## src/rtl/hazard_stall_ctrl.sv

```systemverilog
// Pipeline hazard controller for the 5-stage core.
// Tracks in-flight register writes per architectural register, raises the
// dependency stall, holds Fetch while a branch is unresolved and issues a
// one-cycle redirect once Mem resolves the target. Also counts stall cycles.
// All state updates on the falling edge, matching the pipeline latches.
// Optional build macro: HAZARD_WB_BYPASS_EN lets a source whose last pending
// write is retiring this cycle proceed (needs register-file write-through).
module hazard_stall_ctrl #(
  parameter int unsigned NUM_REGS  = 16,
  parameter int unsigned REG_IDX_W = 4,
  parameter int unsigned CNT_W     = 2,
  parameter int unsigned PC_W      = 16
) (
  input  logic                 I_CLOCK,
  input  logic                 I_RESET,
  input  logic                 I_DecValid,
  input  logic [REG_IDX_W-1:0] I_DecSrc1,
  input  logic [REG_IDX_W-1:0] I_DecSrc2,
  input  logic                 I_DecSrc1V,
  input  logic                 I_DecSrc2V,
  input  logic [REG_IDX_W-1:0] I_DecDest,
  input  logic                 I_DecDestV,
  input  logic                 I_DecIsBranch,
  input  logic                 I_WbValid,
  input  logic [REG_IDX_W-1:0] I_WbDest,
  input  logic                 I_BrResolved,
  input  logic [PC_W-1:0]      I_BrTarget,
  output logic                 O_DepStallSignal,
  output logic                 O_BranchStallSignal,
  output logic                 O_BranchAddrSelect,
  output logic [PC_W-1:0]      O_BranchPC,
  output logic                 O_Issue,
  output logic                 O_ScbErr,
  output logic [15:0]          O_StallCycles
);

  typedef enum logic [1:0] {StIdle, StWait, StRedir} state_e;

  localparam logic [CNT_W-1:0] CntMax = '1;
  localparam logic [CNT_W-1:0] CntOne = CNT_W'(1);

  state_e              state_q, state_d;
  logic [CNT_W-1:0]    cnt_q [NUM_REGS];
  logic [CNT_W-1:0]    cnt_d [NUM_REGS];
  logic                err_q, err_d;
  logic                sel_q, sel_d;
  logic [PC_W-1:0]     pc_q, pc_d;
  logic [15:0]         stall_cnt_q, stall_cnt_d;

  logic                src1_busy, src2_busy, dest_full;
  logic [NUM_REGS-1:0] inc_vec, dec_vec;

  // Dependency checks against the current pending-write counts
  always_comb begin
    src1_busy = I_DecSrc1V && (cnt_q[I_DecSrc1] != '0);
    src2_busy = I_DecSrc2V && (cnt_q[I_DecSrc2] != '0);
`ifdef HAZARD_WB_BYPASS_EN
    // Last outstanding write lands this cycle; write-through supplies the value
    if (I_WbValid && (I_WbDest == I_DecSrc1) && (cnt_q[I_DecSrc1] == CntOne)) begin
      src1_busy = 1'b0;
    end
    if (I_WbValid && (I_WbDest == I_DecSrc2) && (cnt_q[I_DecSrc2] == CntOne)) begin
      src2_busy = 1'b0;
    end
`endif
    // A saturated counter cannot track another in-flight write
    dest_full = I_DecDestV && (cnt_q[I_DecDest] == CntMax);
  end

  assign O_DepStallSignal    = I_DecValid && (src1_busy || src2_busy || dest_full);
  assign O_Issue             = I_DecValid && !O_DepStallSignal && (state_q == StIdle);
  assign O_BranchStallSignal = (O_Issue && I_DecIsBranch) || (state_q == StWait);
  assign O_BranchAddrSelect  = sel_q;
  assign O_BranchPC          = pc_q;
  assign O_ScbErr            = err_q;
  assign O_StallCycles       = stall_cnt_q;

  // Per-register increment (issue) and decrement (writeback) strobes
  always_comb begin
    inc_vec = '0;
    dec_vec = '0;
    for (int unsigned i = 0; i < NUM_REGS; i++) begin
      inc_vec[i] = O_Issue && I_DecDestV && (I_DecDest == REG_IDX_W'(i));
      dec_vec[i] = I_WbValid && (I_WbDest == REG_IDX_W'(i));
    end
  end

  // Scoreboard next state; simultaneous inc/dec on one register cancel out
  always_comb begin
    err_d = err_q;
    if (I_WbValid && (cnt_q[I_WbDest] == '0)) begin
      err_d = 1'b1;
    end
    for (int unsigned i = 0; i < NUM_REGS; i++) begin
      cnt_d[i] = cnt_q[i];
      if (inc_vec[i] && !dec_vec[i]) begin
        cnt_d[i] = cnt_q[i] + CntOne;
      end else if (dec_vec[i] && !inc_vec[i] && (cnt_q[i] != '0)) begin
        cnt_d[i] = cnt_q[i] - CntOne;
      end
    end
  end

  // Branch FSM: hold Fetch until resolution, then one redirect cycle
  always_comb begin
    state_d = state_q;
    sel_d   = 1'b0;
    pc_d    = pc_q;
    unique case (state_q)
      StIdle: begin
        if (O_Issue && I_DecIsBranch) begin
          state_d = StWait;
        end
      end
      StWait: begin
        if (I_BrResolved) begin
          state_d = StRedir;
          sel_d   = 1'b1;
          pc_d    = I_BrTarget;
        end
      end
      StRedir: begin
        state_d = StIdle;
      end
      default: begin
        state_d = StIdle;
      end
    endcase
  end

  // Saturating count of cycles spent stalled for any reason
  always_comb begin
    stall_cnt_d = stall_cnt_q;
    if ((O_DepStallSignal || O_BranchStallSignal) && (stall_cnt_q != 16'hFFFF)) begin
      stall_cnt_d = stall_cnt_q + 16'd1;
    end
  end

  // State registers, synchronous reset
  always_ff @(negedge I_CLOCK) begin
    if (I_RESET) begin
      state_q     <= StIdle;
      err_q       <= 1'b0;
      sel_q       <= 1'b0;
      pc_q        <= '0;
      stall_cnt_q <= '0;
      for (int unsigned i = 0; i < NUM_REGS; i++) begin
        cnt_q[i] <= '0;
      end
    end else begin
      state_q     <= state_d;
      err_q       <= err_d;
      sel_q       <= sel_d;
      pc_q        <= pc_d;
      stall_cnt_q <= stall_cnt_d;
      for (int unsigned i = 0; i < NUM_REGS; i++) begin
        cnt_q[i] <= cnt_d[i];
      end
    end
  end

endmodule

```

## config.mk

```make
export PLATFORM = sky130hd
export DESIGN_NAME = hazard_stall_ctrl
export DESIGN_NICKNAME = d
export VERILOG_FILES = /design/src/rtl/hazard_stall_ctrl.sv
export SDC_FILE = /design/constraint.sdc
export NUM_CORES = 1
export LEC_CHECK = 0
export ABC_AREA = 1
export BUFFER_PORTS_ARGS = -buffer_cell sky130_fd_sc_hd__buf_2
export CAP_MARGIN = 20
export CORE_UTILIZATION = 40
export CTS_CLUSTER_SIZE = 20
export DETAILED_ROUTE_END_ITERATION = 16
export PLACE_DENSITY_LB_ADDON = 0.2
export SETUP_SLACK_MARGIN = 0.15
export SYNTH_ARGS = -nofsm -noshare
export SYNTH_HDL_FRONTEND = slang
export SYNTH_SLANG_ARGS = --single-unit
```

## constraint.sdc

```tcl
create_clock -name I_CLOCK -period 4.4 [get_ports I_CLOCK]
set_input_delay 0.44 -clock I_CLOCK [delete_from_list [all_inputs] [get_ports I_CLOCK]]
set_output_delay 0.44 -clock I_CLOCK [all_outputs]
set_load 0.02 [all_outputs]
```

---- After elaboration in Yosys (flattened, before gate mapping) ----
Memories as Yosys holds them, arrays and structs flattened.
Index checks and enable logic that the tools add are counted.
operators by class
  add/subtract/negate cells ............... 33
  eq/ne operators ......................... 35
  multiplexer cells ....................... 55
  bitwise logic cells ..................... 17
  reduce and logical (&&, ||, !) cells .... 152
operators by type and width
  cell                                                 number
  two-way mux 2 bit                                    50
  logical AND 1 bit                                    90
  equality test 4 bit, second input constant           16
  nonzero test 2 bit                                   18
  zero test 1 bit                                      33
  adder 2 x 1 -> 2 bit, second input constant          16
  equality test 4 x 3 -> 1 bit, second input constant  8
  subtractor 2 x 1 -> 2 bit, second input constant     16
  adder 16 x 1 -> 16 bit, second input constant        1
  equality test 4 x 2 -> 1 bit, second input constant  4
  != test 16 bit, second input constant                1
  OR 1 bit                                             16
  equality test 4 x 1 -> 1 bit, second input constant  2
  zero test 4 bit                                      2
  zero test 2 bit                                      2
  logical OR 1 bit                                     4
  two-way mux 1 bit                                    4
  one-hot mux 2 bit (2 select lines)                   1
  AND reduction 2 bit                                  2
  equality test 2 x 1 -> 1 bit, second input constant  1
  equality test 2 bit, second input constant           1
  != test 2 x 1 -> 1 bit, second input constant        1
  != test 2 bit, second input constant                 1
  OR reduction 2 bit                                   1
  NOT 1 bit                                            1
word-level totals
  flip-flop bits (word level) ............. 36
  RAM bits ................................ 32
  bits of input ports ..................... 41
  output and inout bits ................... 37
  logic and storage cells ................. 298
  memories ................................ 1
memories
  name   words  width  read ports  clocked after Yosys merged registers in  wr ports  RTL line  RTL
  cnt_q  16     2      20          0                                        16        43        logic [CNT_W-1:0] cnt_q [NUM_REGS];

---- Depth between registers and ports, before layout ----
An unclocked memory read counts as a cell.
  depth in word-level cells ............... 17
  depth in mapped cells ................... 17
  depth with buffers taken out ............ 16

==> flow_metrics.py <==
metrics = {
    "clocking": {
        "cts-buffers-inserted": 9,
        "ctsHoldBuffers": 0,
        "cts_tree": "done",
        "path_clk_slew_ns": 0.04,
        "ctsRootBufferMaster": "clkbuf_16",
        "clk_latency_ns": 0.41,
        "cts_max_level": 3,
        "cts_sinks": 68,
        "clock_path_buffers": 2,
    },
    "die": {
        "rows": 38,
        "core-area_um2": 10940,
        "dieHeight_um": 108.4,
        "initial_core_util": 0.4140,
        "io_pins": 78,
        "die_area_um2": 11750,
        "die_w_um": 108.4,
    },
    "drt": {
        "viasPerCell": 5.028,
        "wl_met1_um": 6649,
        "via_count": 5807,
        "drt_iter0_markers": 404,
        "dr_wl_met3_um": 1122,
        "wl_per_cell_um": 13.22,
        "maxUsedRoutingLayer": "met4",
        "first_pass_iters": 5,
        "ant_nets": 0,
        "dr_wl_met2_um": 6998,
        "totalWireLength_um": 15270,
        "drc": 0,
    },
    "outcome": {
        "status": "complete, but fails checks",
        "violations": "setup timing",
    },
    "timing": {
        "finalHoldViolCount": 0,
        "worstMarginPinSlew_ns": 0.9552,
        "rsz0062_at_grt": "true",
        "finalSetupViolCount": 3,
        "slew_violations": 0,
        "fin_skew_ns": 0.02848,
        "slew_headroom": 0.3614,
        "finalWorstSetupSlack_ns": -0.2396,
    },
    "setup_path": {
        "critPathLaunchType": "flop",
        "path_max_fanout": 3,
        "end_kind": "output pin",
        "criticalPathCategory": "reg2out",
        "r2r_start": "O_StallCycles[0]$_SDFFE_NP0P_",
        "cp-startpoint": "cnt_q[8][0]$_SDFFE_NP0P_",
        "worst-endpoint-arrival_ns": 4.20,
        "required_ns": 3.96,
    },
    "layout": {
        "utilization": 0.6185,
        "n_antenna_cell": 0,
        "areaGrowthSynthToFinish_pct": 49.42,
        "layout.nets": 1052,
        "drive_gt1_frac": 0.2719,
        "fillers": 1075,
    },
    "logic_synthesis": {
        "syn_area_um2": 4527,
        "synth_mux_area_frac": 0,
        "synth_compound_area_frac": 0.1136,
        "ys.warnings.count": 0,
        "synth_seq_cells": 68,
        "synth_adder_area_share": 0.002764,
        "synth_cells": 787,
        "syn_avg_cell_area_um2": 5.752,
        "synth_nets": 829,
        "seq_area_frac_synth": 0.3007,
        "synth_cell_type_count": 29,
        "synth_top_family_by_area": "simple AND/OR/NAND/NOR gates",
        "synthSimpleGateAreaFrac": 0.4461,
        "yosys.area_share.xor_xnor": 0.02322,
    },
    "global_route": {
        "track_usage": 0.2571,
        "grt-ovfl-total": 0,
        "grt_antenna_before_repair": 0,
        "grt_pass1_wl_um": 23830,
        "grt_max_degree": 38,
        "grt_pass1_vias": 5312,
    },
    "power_and_ir_drop": {
        "power.density_nw_per_um2": 301.9,
        "vdd.ir_drop.worst_v": 0.0001800,
        "power_leakage_nw": 3.328,
        "power.total_mw": 2.042,
    },
    "run": {
        "drv_cap": 0,
    },
    "hold_path": {
        "holdCritStartpoint": "O_ScbErr$_SDFFE_NP0P_",
        "hp-class": "reg2reg",
    },
    "place": {
        "gp_congestion": 0.9288,
        "port_buffers": 77,
        "pre_cts_slack_ns": -0.3899,
        "dp_hpwl_um": 10240,
    },
}
## flip-flops by register name (all words and copies together) (netlist names)
register / count
cnt_q: 32
O_BranchPC: 16
O_StallCycles: 16
state_q: 2
O_BranchAddrSelect: 1
O_ScbErr: 1
## cells by family after synthesis
family | Yosys count
and+or+nand+nor | 476
buffers and inverters | 131
AOI/OAI and AO/OA | 99
DFF | 68
xor gates and xnor gates | 12
adders and majority gates | 1
## worst paths after layout
check                           slack, ns  cells after the start                       endpoint
worst min-delay path                 0.44                      2          O_ScbErr$_SDFFE_NP0P_
worst min register to register       0.44                      2          O_ScbErr$_SDFFE_NP0P_
worst max register to register       1.75                      9  O_StallCycles[2]$_SDFFE_NP0P_
worst max-delay path                -0.24                     15               O_DepStallSignal
## cells in the final DEF (no fill, tap or decap), types with 6 or more instances in the layout
master	n
a21oi_1	39
a21oi_2	6
buf_2	72
buf_4	69
buf_6	18
clkbuf_16	11
clkinv_1	7
dfxtp_1	46
dfxtp_2	22
inv_1	158
nand2_1	195
nand3_1	70
nand3_2	12
nand4_1	32
nor2_1	128
nor2_2	14
nor2_4	6
o21ai_0	17
o21ai_1	19
o21ai_2	8
xor2_1	10
## cells in the mapped netlist (all sizes together)
| cell | count | area [um2] |
|---|---|---|
| a211oi | 1 | 7.510 |
| a21oi | 46 | 230.2 |
| a221oi | 1 | 8.760 |
| buf | 11 | 63.81 |
| clkbuf | 13 | 48.80 |
| clkinv | 7 | 26.28 |
| dfxtp | 68 | 1361 |
| ha | 1 | 12.51 |
| inv | 100 | 375.4 |
| nand2 | 203 | 764.5 |
| nand3 | 87 | 455.4 |
| nand4 | 32 | 200.2 |
| nor2 | 148 | 568.0 |
| nor3 | 5 | 25.02 |
| nor4 | 1 | 6.260 |
| o21ai | 44 | 220.2 |
| o21bai | 3 | 22.52 |
| o22ai | 4 | 25.02 |
| xnor2 | 2 | 17.52 |
| xor2 | 10 | 87.58 |
## area by class of cell
cell class | instances | area (um2) | share of cell area
clock inverters | 75 | 376.6 | 0.05568
well taps | 140 | 175.2 | 0.02590
clock buffers | 9 | 225.2 | 0.03330
multi-input cells | 590 | 2949 | 0.4360
inverters | 106 | 407.9 | 0.06030
flip-flops and latches | 68 | 1389 | 0.2053
repair buffers | 167 | 1241 | 0.1835
## stage by stage
stage / cell area (um2) / instances / hold slack (ns) / setup TNS (ns)
after floorplan: 4534 / 787 / 0.4617 / 0
after global placement: 5563 / 1054 / 0.4469 / -12.44
after detailed placement: 5563 / 1054 / 0.4405 / -13.44
after CTS: 6297 / 1143 / 0.4455 / -0.5543
after global routing: 6764 / 1155 / 0.4787 / -1.121
final: 6764 / 1155 / 0.4438 / -0.6413
## routing by layer
| layer | vias to the layer above | track usage |
|---|---|---|
| li1 | 2972 | - |
| met1 | 2573 | 0.3153 |
| met2 | 224 | 0.4090 |
| met3 | 38 | 0.07233 |
| met4 | 0 | 0.1332 |
| met5 | - | 0 |
## power by group
group | switching, mW | leakage [nW] | internal [mW]
Sequential | 0.00777 | 0.560 | 0.629
Clock | 0.456 | 0.529 | 0.640
Combinational | 0.183 | 2.24 | 0.126
Total | 0.647 | 3.33 | 1.40
## worst max-delay path, cell delays in order (launching register included)
cell	delay [ns]
dfxtp_2	0.33
buf_6	0.10
inv_2	0.03
o21ai_1	0.13
nand2_1	0.10
nand2_1	0.08
nand2_1	0.06
nand2_1	0.09
nor2_2	0.05
nor2_1	0.12
nand2_2	0.07
nand3_4	0.10
nand2_4	0.06
buf_6	0.11
inv_4	0.04
buf_6	0.10
## repair_timing
action | CTS | global route
endpoints found under the setup margin | 41 | 49
resized for setup | 38 | 98
gates cloned | 0 | 4
setup buffers | 6 | 8
pin swaps | 12 | 50
No activity file was read; power rests on OpenSTA's default activity.
